<file path="src/rtl/ri_sdram_seq.sv">
// rtl/ri_sdram_seq.sv - DDR SDRAM command sequencer: power-up init, auto-refresh, closed-page burst access
module ri_sdram_seq #(
  parameter int          INIT_WAIT    = 200,
  parameter int          T_RP         = 2,
  parameter int          T_RCD        = 2,
  parameter int          T_WR         = 2,
  parameter int          T_RFC        = 8,
  parameter int          REF_INTERVAL = 780,
  parameter int          RD_DELAY     = 3,
  parameter logic [12:0] MODE_VALUE   = 13'h0022
) (
  input  logic        memclk,
  input  logic        reset,
  input  logic        req,
  input  logic        req_write,
  input  logic [23:0] req_addr,
  output logic        req_ack,
  input  logic [63:0] wdata,
  output logic        wdata_ack,
  output logic [63:0] rdata,
  output logic        rdata_valid,
  output logic        init_done,
  output logic        mcs,
  output logic        mras,
  output logic        mcas,
  output logic        mwe,
  output logic        mcke,
  output logic [7:0]  mdqm,
  output logic [12:0] maddr,
  output logic [1:0]  mbank,
  output logic [63:0] mdout,
  output logic        mdout_ena,
  input  logic [63:0] mdin,
  output logic        mdin_ena
);

  localparam int CW = 16;

  // {mcs, mras, mcas, mwe}, active high; the pad stage inverts
  localparam logic [3:0] CMD_NOP   = 4'b1000;
  localparam logic [3:0] CMD_ACT   = 4'b1100;
  localparam logic [3:0] CMD_READ  = 4'b1010;
  localparam logic [3:0] CMD_WRITE = 4'b1011;
  localparam logic [3:0] CMD_PRE   = 4'b1101;
  localparam logic [3:0] CMD_REF   = 4'b1110;
  localparam logic [3:0] CMD_MRS   = 4'b1111;

  typedef enum logic [3:0] {
    ST_INIT_WAIT,
    ST_INIT_PRE,
    ST_INIT_REF1,
    ST_INIT_REF2,
    ST_INIT_MRS,
    ST_IDLE,
    ST_REF,
    ST_RCD,
    ST_RECOV
  } state_t;

  state_t          r_state, w_state_n;
  logic [CW-1:0]   r_cnt, w_cnt_n;
  logic            w_cnt_zero;

  logic [CW-1:0]   r_ref_cnt;
  logic            r_ref_pending;

  logic [1:0]      r_bank;
  logic [6:0]      r_col;
  logic            r_write;

  logic [3:0]      w_cmd;
  logic [12:0]     w_maddr;
  logic [1:0]      w_mbank;
  logic            w_req_ack;
  logic            w_init_set;
  logic            w_ref_clr;
  logic            w_col_wr;
  logic            w_col_rd;
  logic            w_wr_beat;
  logic            w_rd_beat;

  logic [3:0]      r_cmd;
  logic [12:0]     r_maddr;
  logic [1:0]      r_mbank;
  logic            r_req_ack;
  logic            r_init_done;
  logic            r_mcke;
  logic            r_wbeat;
  logic            r_rbeat;
  logic            r_mdout_ena;
  logic            r_wdata_ack;
  logic [63:0]     r_mdout;
  logic [7:0]      r_mdqm;

  logic [RD_DELAY-1:0] r_rd_sr;
  logic            r_mdin_ena;
  logic            r_rdata_valid;
  logic [63:0]     r_rdata;

  // Burst is always 4 beats aligned, so the low column bits carry nothing
  logic            w_unused_addr;
  assign w_unused_addr = ^req_addr[1:0];

  assign w_cnt_zero = (r_cnt == '0);
  assign w_wr_beat  = w_col_wr | r_wbeat;
  assign w_rd_beat  = w_col_rd | r_rbeat;

  // State and wait-counter register
  always_ff @(posedge memclk or posedge reset) begin
    if (reset) begin
      r_state <= ST_INIT_WAIT;
      r_cnt   <= CW'(INIT_WAIT);
    end else begin
      r_state <= w_state_n;
      r_cnt   <= w_cnt_n;
    end
  end

  // Next state; counter loads give the number of NOP cycles before the state acts again
  always_comb begin
    w_state_n = r_state;
    w_cnt_n   = w_cnt_zero ? r_cnt : r_cnt - 1'b1;
    case (r_state)
      ST_INIT_WAIT: if (w_cnt_zero) begin w_state_n = ST_INIT_PRE;  w_cnt_n = CW'(T_RP);  end
      ST_INIT_PRE:  if (w_cnt_zero) begin w_state_n = ST_INIT_REF1; w_cnt_n = CW'(T_RFC); end
      ST_INIT_REF1: if (w_cnt_zero) begin w_state_n = ST_INIT_REF2; w_cnt_n = CW'(T_RFC); end
      ST_INIT_REF2: if (w_cnt_zero) begin w_state_n = ST_INIT_MRS;  w_cnt_n = CW'(2);     end
      ST_INIT_MRS:  if (w_cnt_zero) w_state_n = ST_IDLE;
      ST_IDLE: begin
        if (r_ref_pending) begin
          w_state_n = ST_REF;
          w_cnt_n   = CW'(T_RFC - 1);
        end else if (req) begin
          w_state_n = ST_RCD;
          w_cnt_n   = CW'(T_RCD - 1);
        end
      end
      ST_REF:   if (w_cnt_zero) w_state_n = ST_IDLE;
      // Recovery covers both data beats plus write recovery / auto-precharge
      ST_RCD: if (w_cnt_zero) begin
        w_state_n = ST_RECOV;
        w_cnt_n   = r_write ? CW'(T_WR + T_RP) : CW'(T_RP);
      end
      ST_RECOV: if (w_cnt_zero) w_state_n = ST_IDLE;
      default: begin
        w_state_n = ST_INIT_WAIT;
        w_cnt_n   = CW'(INIT_WAIT);
      end
    endcase
  end

  // Command, address and side-effect strobes for the coming cycle
  always_comb begin
    w_cmd      = CMD_NOP;
    w_maddr    = '0;
    w_mbank    = '0;
    w_req_ack  = 1'b0;
    w_init_set = 1'b0;
    w_ref_clr  = 1'b0;
    w_col_wr   = 1'b0;
    w_col_rd   = 1'b0;
    case (r_state)
      ST_INIT_WAIT: if (w_cnt_zero) begin w_cmd = CMD_PRE; w_maddr = 13'h0400; end
      ST_INIT_PRE:  if (w_cnt_zero) w_cmd = CMD_REF;
      ST_INIT_REF1: if (w_cnt_zero) w_cmd = CMD_REF;
      ST_INIT_REF2: if (w_cnt_zero) begin w_cmd = CMD_MRS; w_maddr = MODE_VALUE; end
      ST_INIT_MRS:  if (w_cnt_zero) w_init_set = 1'b1;
      ST_IDLE: begin
        if (r_ref_pending) begin
          w_cmd     = CMD_REF;
          w_ref_clr = 1'b1;
        end else if (req) begin
          w_cmd     = CMD_ACT;
          w_maddr   = req_addr[21:9];
          w_mbank   = req_addr[23:22];
          w_req_ack = 1'b1;
        end
      end
      ST_RCD: if (w_cnt_zero) begin
        w_cmd    = r_write ? CMD_WRITE : CMD_READ;
        w_maddr  = {2'b00, 1'b1, 1'b0, r_col, 2'b00};
        w_mbank  = r_bank;
        w_col_wr = r_write;
        w_col_rd = ~r_write;
      end
      default: ;
    endcase
  end

  // Latch the request at ACT so the column command does not depend on req_* afterwards
  always_ff @(posedge memclk or posedge reset) begin
    if (reset) begin
      r_bank  <= '0;
      r_col   <= '0;
      r_write <= 1'b0;
    end else if (w_req_ack) begin
      r_bank  <= req_addr[23:22];
      r_col   <= req_addr[8:2];
      r_write <= req_write;
    end
  end

  // Refresh timer: one pending flag, so a second expiry before service collapses into it
  always_ff @(posedge memclk or posedge reset) begin
    if (reset) begin
      r_ref_cnt     <= CW'(REF_INTERVAL);
      r_ref_pending <= 1'b0;
    end else begin
      if (r_init_done) begin
        if (r_ref_cnt == '0) r_ref_cnt <= CW'(REF_INTERVAL);
        else                 r_ref_cnt <= r_ref_cnt - 1'b1;
      end
      if (w_ref_clr)
        r_ref_pending <= 1'b0;
      else if (r_init_done && r_ref_cnt == '0)
        r_ref_pending <= 1'b1;
    end
  end

  // Registered pad-facing outputs; the write beats follow the WRITE command directly
  always_ff @(posedge memclk or posedge reset) begin
    if (reset) begin
      r_cmd       <= 4'b0000;
      r_maddr     <= '0;
      r_mbank     <= '0;
      r_req_ack   <= 1'b0;
      r_init_done <= 1'b0;
      r_mcke      <= 1'b0;
      r_wbeat     <= 1'b0;
      r_rbeat     <= 1'b0;
      r_mdout_ena <= 1'b0;
      r_wdata_ack <= 1'b0;
      r_mdout     <= '0;
      r_mdqm      <= 8'hFF;
    end else begin
      r_cmd       <= w_cmd;
      r_maddr     <= w_maddr;
      r_mbank     <= w_mbank;
      r_req_ack   <= w_req_ack;
      r_mcke      <= 1'b1;
      if (w_init_set) r_init_done <= 1'b1;
      r_wbeat     <= w_col_wr;
      r_rbeat     <= w_col_rd;
      r_mdout_ena <= w_wr_beat;
      r_wdata_ack <= w_wr_beat;
      if (w_wr_beat) r_mdout <= wdata;
      r_mdqm      <= (w_wr_beat | w_rd_beat) ? 8'h00 : 8'hFF;
    end
  end

  // Read return pipe: shift register so overlapping reads never lose a beat
  always_ff @(posedge memclk or posedge reset) begin
    if (reset) begin
      r_rd_sr       <= '0;
      r_mdin_ena    <= 1'b0;
      r_rdata_valid <= 1'b0;
      r_rdata       <= '0;
    end else begin
      r_rd_sr       <= (r_rd_sr << 1) | RD_DELAY'(w_rd_beat);
      r_mdin_ena    <= r_rd_sr[RD_DELAY-1];
      r_rdata_valid <= r_mdin_ena;
      if (r_mdin_ena) r_rdata <= mdin;
    end
  end

  assign mcs         = r_cmd[3];
  assign mras        = r_cmd[2];
  assign mcas        = r_cmd[1];
  assign mwe         = r_cmd[0];
  assign mcke        = r_mcke;
  assign mdqm        = r_mdqm;
  assign maddr       = r_maddr;
  assign mbank       = r_mbank;
  assign mdout       = r_mdout;
  assign mdout_ena   = r_mdout_ena;
  assign mdin_ena    = r_mdin_ena;
  assign req_ack     = r_req_ack;
  assign wdata_ack   = r_wdata_ack;
  assign rdata       = r_rdata;
  assign rdata_valid = r_rdata_valid;
  assign init_done   = r_init_done;

endmodule

</file>
<file path="config.mk">
export PLATFORM = sky130hd
export DESIGN_NAME = ri_sdram_seq
export DESIGN_NICKNAME = d
export VERILOG_FILES = /design/src/rtl/ri_sdram_seq.sv
export SDC_FILE = /design/constraint.sdc
export NUM_CORES = 1
export LEC_CHECK = 0
export ABC_AREA = 1
export CAP_MARGIN = 0
export CELL_PAD_IN_SITES_DETAIL_PLACEMENT = 0
export CELL_PAD_IN_SITES_GLOBAL_PLACEMENT = 1
export CORE_UTILIZATION = 33
export DETAILED_ROUTE_END_ITERATION = 10
export GPL_TIMING_DRIVEN = 1
export PLACE_DENSITY_LB_ADDON = 0.1
export SLEW_MARGIN = 20
export SYNTH_ARGS = -nofsm -noshare
export SYNTH_HDL_FRONTEND = slang
export SYNTH_SLANG_ARGS = --single-unit
</file>
<file path="constraint.sdc">
create_clock -name memclk -period 8.2 [get_ports memclk]
set_input_delay 1.23 -clock memclk [delete_from_list [all_inputs] [get_ports memclk]]
set_output_delay 1.23 -clock memclk [all_outputs]
set_load 0.1 [all_outputs]
</file>
==> results of run 1 <==
==> cells in the mapped netlist (all sizes together), types with 2 or more instances <==
| library cell | n |
|---|---|
| xor2 | 8 |
| or2 | 3 |
| a22o | 6 |
| dfstp | 8 |
| nor2 | 88 |
| dfrtp | 197 |
| ha | 4 |
| a21oi | 13 |
| o21ai | 21 |
| clkbuf | 8 |
| buf | 37 |
| o211ai | 2 |
| xnor2 | 3 |
| nor3 | 4 |
| nand3 | 89 |
| nand3b | 6 |
| nand2 | 254 |
| o31ai | 2 |
| inv | 64 |
| mux2 | 64 |
| nand4 | 5 |
==> sequential cells by signal, indices dropped and copies added, names as in the netlist <==
name	count
r_col	7
r_rd_sr	3
mdqm	1
r_cnt	16
mdin_ena	1
r_write	1
mbank	2
maddr	13
r_rbeat	1
rdata	64
r_state	4
r_ref_cnt	16
init_done	1
mdout	64
r_bank	2
wdata_ack	1
req_ack	1
rdata_valid	1
r_cmd	4
r_wbeat	1
r_ref_pending	1
==> critical path, stage by stage (launching register included) <==
cell and delay (ns):
dfrtp_2 0.34, buf_4 0.65, clkdlybuf4s50_1 1.28
==> how the worst max path moves through the flow <==
stage	from	to	slack (ns)	cells after the start
after detailed placement	mdin_ena	mdin_ena	4.65	2
after global placement	mdin_ena	mdin_ena	4.65	2
after CTS	mdin_ena	mdin_ena	4.09	2
final	mdin_ena	mdin_ena	4.14	2
after floorplan	reset	init_done	1.39	1
after global routing	mdin_ena	mdin_ena	4.04	2
==> area by class of cell <==
type | instances | area [µm²] | area share, %
tap | 335 | 419 | 3.26
antenna | 2 | 5.00 | 0.0390
timing repair buffer | 319 | 3180 | 24.8
sequential | 205 | 5140 | 40.0
inverter | 64 | 248 | 1.93
multi-input combinational | 577 | 3050 | 23.8
clock buffer | 41 | 766 | 5.96
clock inverter | 4 | 27.5 | 0.214
==> per-layer routing <==
layer	wire length, µm	GRT usage, %	vias to the layer above
met3	1690	3.99	42
met2	12600	31.7	205
met5	0	0	-
met4	785	5.96	0
met1	10800	22.8	3297
li1	-	-	3461
==> power groups by stage <==
| stage | sequential, mW | clock (mW) | combinational, mW |
|---|---|---|---|
| floorplan | 1.03 | 0 | 0.0181 |
| CTS | 1.01 | 1.09 | 0.103 |
| detailed placement | 1.03 | 0 | 0.102 |
| global placement | 1.03 | 0 | 0.102 |
| finish | 1.01 | 1.06 | 0.100 |
| global route | 1.01 | 1.13 | 0.109 |
==> kinds of logic (layout without fill, tap and decap cells) <==
logic type | after synthesis | count (layout) | synth area share [%]
other | 1 | 3 | 0.0430
adders and majority gates | 4 | 4 | 0.574
xor gates and xnor gates | 11 | 11 | 1.11
muxes | 64 | 64 | 8.27
DFF | 205 | 205 | 59.0
and+or+nand+nor | 452 | 452 | 22.0
buffers and inverters | 109 | 428 | 6.02
AOI/OAI and AO/OA | 45 | 45 | 3.00
==> metrics.cfg, run 1 <==
[die]
num_rows = 59
core_um2 = 26000
die_h_um = 164
die_w_um = 164
num_io_pins = 318
start_util_pct = 33.5
die_area_um2 = 27100

[grt]
grt_pass1_wl_um = 38600
grtUsageTotal_pct = 18.4
grt_overflow = 0
grt_max_degree = 93
first_global_vias = 6780
antenna_found_initial = 1

[synthesis]
synthArstFlopShare_pct = 100
syn_inst = 891
synth_edf_count = 0
synth_cell_types = 36
syn_area_per_cell_um2 = 9.78
syn_nets = 1051
ys_warn_count = 0
yosys-top-cells-area = dfrtp_1 (57%), nand2_1 (11%), mux2_2 (8.3%)
synth-seq-cells = 205
yosysTopAreaCellShare_pct = 56.6
syn_area_um2 = 8710
yosysSeqAreaShare_pct = 59.0
yosysTopAreaCell = dfrtp_1
ys.flop_type = dfrtp_1

[setup_path]
cp-start-kind = flop
cp.required_ns = 6.97
crit_arrival_ns = 2.83
reg2reg_setup_slack_ns = 4.94
worstReg2RegEnd = mdout[17]
critPathKind = flop to output pin
worst_setup_path_end_kind = output pin
reg2reg_depth = 10
reg2reg_from = r_cnt[0]
crit_fanout = 66

[place]
dp_hpwl_um = 18300
place_inst = 1500
dp_slack_ns = 4.65
gp_congestion = 0.802
placed_area_um2 = 12000
place.port_buffers = 315

[clocking]
cts_tree = done
cts.sinks = 205
cts_buffers = 25
cts_buffer_depth = 3
cts_setup_buffers = 0
clkSlewWorstSetupHoldPaths_ns = 0.06
ctsResizeCount = 0
cts_hold_buf = 0
clkLatencyLatePin_ns = 0.53
cts.htree.levels = 1
cts-root-buf = clkbuf_16

[pwr]
netSwitchingFraction_pct = 21.2
p_leak_nw = 6.01
totalPowerFinal_mw = 2.17
ir_drop_mv = 0.131
p_int_mw = 1.71
switching_power_uw = 459
powerDensity_nw_per_um2 = 169
combPwrFrac_pct = 4.6
p_seq_share_pct = 46.6
clkPwrFrac_pct = 48.8

[hold_path]
hp-class = flop to flop
min_from = r_rd_sr[1]
whs_endpoint = r_rd_sr[2]
hold_depth = 0

[detailed_routing]
finalWirelength_um = 25800
drc = 0
via_per_inst = 4.53
wire_per_inst_um = 16.7
drt_iter0_drc = 451
ant_nets = 0
drtPass1Iterations = 4
num_vias = 7005

[timing]
whs_ns = 0.337
maxSlewViolCount = 0
fin_worst_skew_ns = 0.0245
finalCriticalPeriod_ns = 4.06
rsz0062_at_grt = false
finalHoldViolCount = 0
setup_viol = 0
relSlewSlack_pct = 26.6
worst_pin_slew_ns = 1.10
setup_slack_ns = 4.14
fin_tns_setup_ns = 0
max_freq_mhz = 246
fin_crit_sh_pct = 49.5

[layout]
fin_nets = 1352
fin_util_pct = 49.4
instances_no_fill = 1547
layout_common_cells = clkdlybuf4s50_1 (315), nand2_1 (251), dfrtp_1 (196)
syn_to_final_growth_pct = 47.3
final_common_cell = clkdlybuf4s50_1
n_fill_cell = 2445
fin_area_um2 = 12800
drive_gt1_share_pct = 10.7

[job]
max_cap_violations = 0

[outcome]
status = finished clean

(Power assumes the default switching activity.)
==> inputs of run 2 (changes only) <==
clock period = 4.1 ns   (was 8.2 ns; I/O delays follow)
==> metrics.cfg, run 2 (synthesized netlist as in run 1, its figures left out) <==
[place]
dp_hpwl_um = 18000  ; -1.7%
gp_congestion = 0.812  ; +1.2%
place.port_buffers = 315  ; unchanged

[setup_path]
critPathKind = flop to output pin
max_stage_delay_ns = 1.18  ; -0.10 ns
path_buf_inv = 1  ; -1
reg2reg_depth = 9  ; -1
critical_path_depth = 1  ; -1
cp_slowest_cell = clkdlybuf4s50_1
cpLargestDelayFamily = buffers and inverters
cp.required_ns = 3.48  ; -3.49 ns
cp-start-kind = flop
worst_setup_path_end_kind = output pin
crit_arrival_ns = 2.36  ; -0.47 ns
crit_chain = clkdlybuf4s50_1
crit_fanout = 8  ; -88%

[die]
num_rows = 59  ; unchanged
start_util_pct = 33.5  ; unchanged
num_io_pins = 318  ; unchanged
die_area_um2 = 27100  ; unchanged
die_h_um = 164  ; unchanged
die_w_um = 164  ; unchanged
core_um2 = 26000  ; unchanged

[timing]
worst_pin_slew_ns = 1.15  ; +0.0493 ns
fin_worst_skew_ns = 0.00962  ; -0.0148 ns
maxSlewViolCount = 0  ; unchanged
max_freq_mhz = 336
rsz0062_at_grt = false
relSlewSlack_pct = 23.3  ; -3.3 points
finalCriticalPeriod_ns = 2.97
fin_tns_setup_ns = 0  ; unchanged
finalHoldViolCount = 0  ; unchanged
setup_viol = 0  ; unchanged
fin_crit_sh_pct = 72.5

[detailed_routing]
num_vias = 7028  ; +0.33%
wire_per_inst_um = 16.6  ; -0.47%
drc = 0  ; unchanged
drtPass1Iterations = 4  ; unchanged
ant_nets = 0  ; unchanged
finalWirelength_um = 25700  ; -0.53%
via_per_inst = 4.55  ; +0.39%
drt_iter0_drc = 423  ; -6.2%

[clocking]
cts_buffers = 24  ; -4.0%
cts.sinks = 205  ; unchanged
cts_hold_buf = 0  ; unchanged
cts_buffer_depth = 3  ; unchanged
cts_setup_buffers = 0  ; unchanged
clkSlewWorstSetupHoldPaths_ns = 0.06  ; about the same
cts.htree.levels = 1  ; unchanged
clkLatencyLatePin_ns = 0.51  ; -0.02 ns
cts-root-buf = clkbuf_16
ctsResizeCount = 0  ; unchanged
cts_tree = done

[layout]
final_common_cell = clkdlybuf4s50_1
fin_util_pct = 49.7  ; +0.26 points
n_fill_cell = 2468  ; +0.94%
multi_input_area_um2 = 3050  ; unchanged
drive_gt1_share_pct = 11.0  ; +0.26 points
layout_common_cells = clkdlybuf4s50_1 (315), nand2_1 (251), dfrtp_1 (196)
fin_nets = 1353  ; +0.074%
syn_to_final_growth_pct = 48.1
regArea_um2 = 5140  ; unchanged

[grt]
grtUsageTotal_pct = 18.5  ; +0.090 points
grt_overflow = 0  ; unchanged
grt_pass1_wl_um = 38700  ; +0.18%
antenna_found_initial = 1  ; unchanged
grt_max_degree = 136  ; +46%
first_global_vias = 6625  ; -2.3%

[pwr]
p_leak_nw = 6.04  ; +0.49%
ir_drop_mv = 0.231  ; +76%
powerDensity_nw_per_um2 = 344  ; +100%

[hold_path]
hold_depth = 0  ; unchanged
hp-class = flop to flop

[job]
max_cap_violations = 0  ; unchanged

[outcome]
status = finished clean

==> run 2: layout make-up <==
type | instances | share of cell area, %
flip-flops and latches | 205 | 39.8
repair buffers | 321 | 25.0
multi-input cells | 577 | 23.6
clock buffers | 37 | 5.82
well taps | 335 | 3.25
inverters | 64 | 1.89
clock inverters | 5 | 0.582
diodes | 2 | 0.0388
==> run 2: final timing paths <==
path                            startpoint         end  slack, ns
min in group asynchronous            reset    maddr[0]       0.71
max in group asynchronous            reset   rdata[47]       2.75
worst max register to register    r_cnt[0]    r_cmd[0]       1.56
worst min-delay path            r_rd_sr[0]  r_rd_sr[1]       0.35
worst max-delay path               mdqm[6]     mdqm[4]       1.13
worst min register to register  r_rd_sr[0]  r_rd_sr[1]       0.35
==> run 2: power breakdown <==
| group | switching, mW | leakage (nW) | internal, mW |
|---|---|---|---|
| Combinational | 0.0696 | 3.21 | 0.131 |
| Clock | 0.841 | 0.410 | 1.38 |
| Sequential | 0.000197 | 2.43 | 2.02 |
| Total | 0.911 | 6.04 | 3.53 |
==> run 2: layer usage <==
| metal | global-route usage (%) | vias up | share of wire [%] |
|---|---|---|---|
| li1 | - | 3463 | - |
| met1 | 23.1 | 3352 | 42 |
| met2 | 32.0 | 185 | 50 |
| met3 | 4.34 | 28 | 6.9 |
| met4 | 4.50 | 0 | 1.4 |
| met5 | 0 | - | 0 |
==> run 2: stage by stage <==
stage	worst slack, ns	hold WS [ns]	total power, mW	instances	instance area, µm²
after floorplan	0.833	0.331	2.10	891	8720
after global placement	1.52	0.333	2.26	1502	12100
after detailed placement	1.48	0.336	2.26	1502	12100
after CTS	1.08	0.350	4.51	1544	12900
after global routing	1.05	0.353	4.61	1545	12900
final	1.13	0.347	4.44	1546	12900
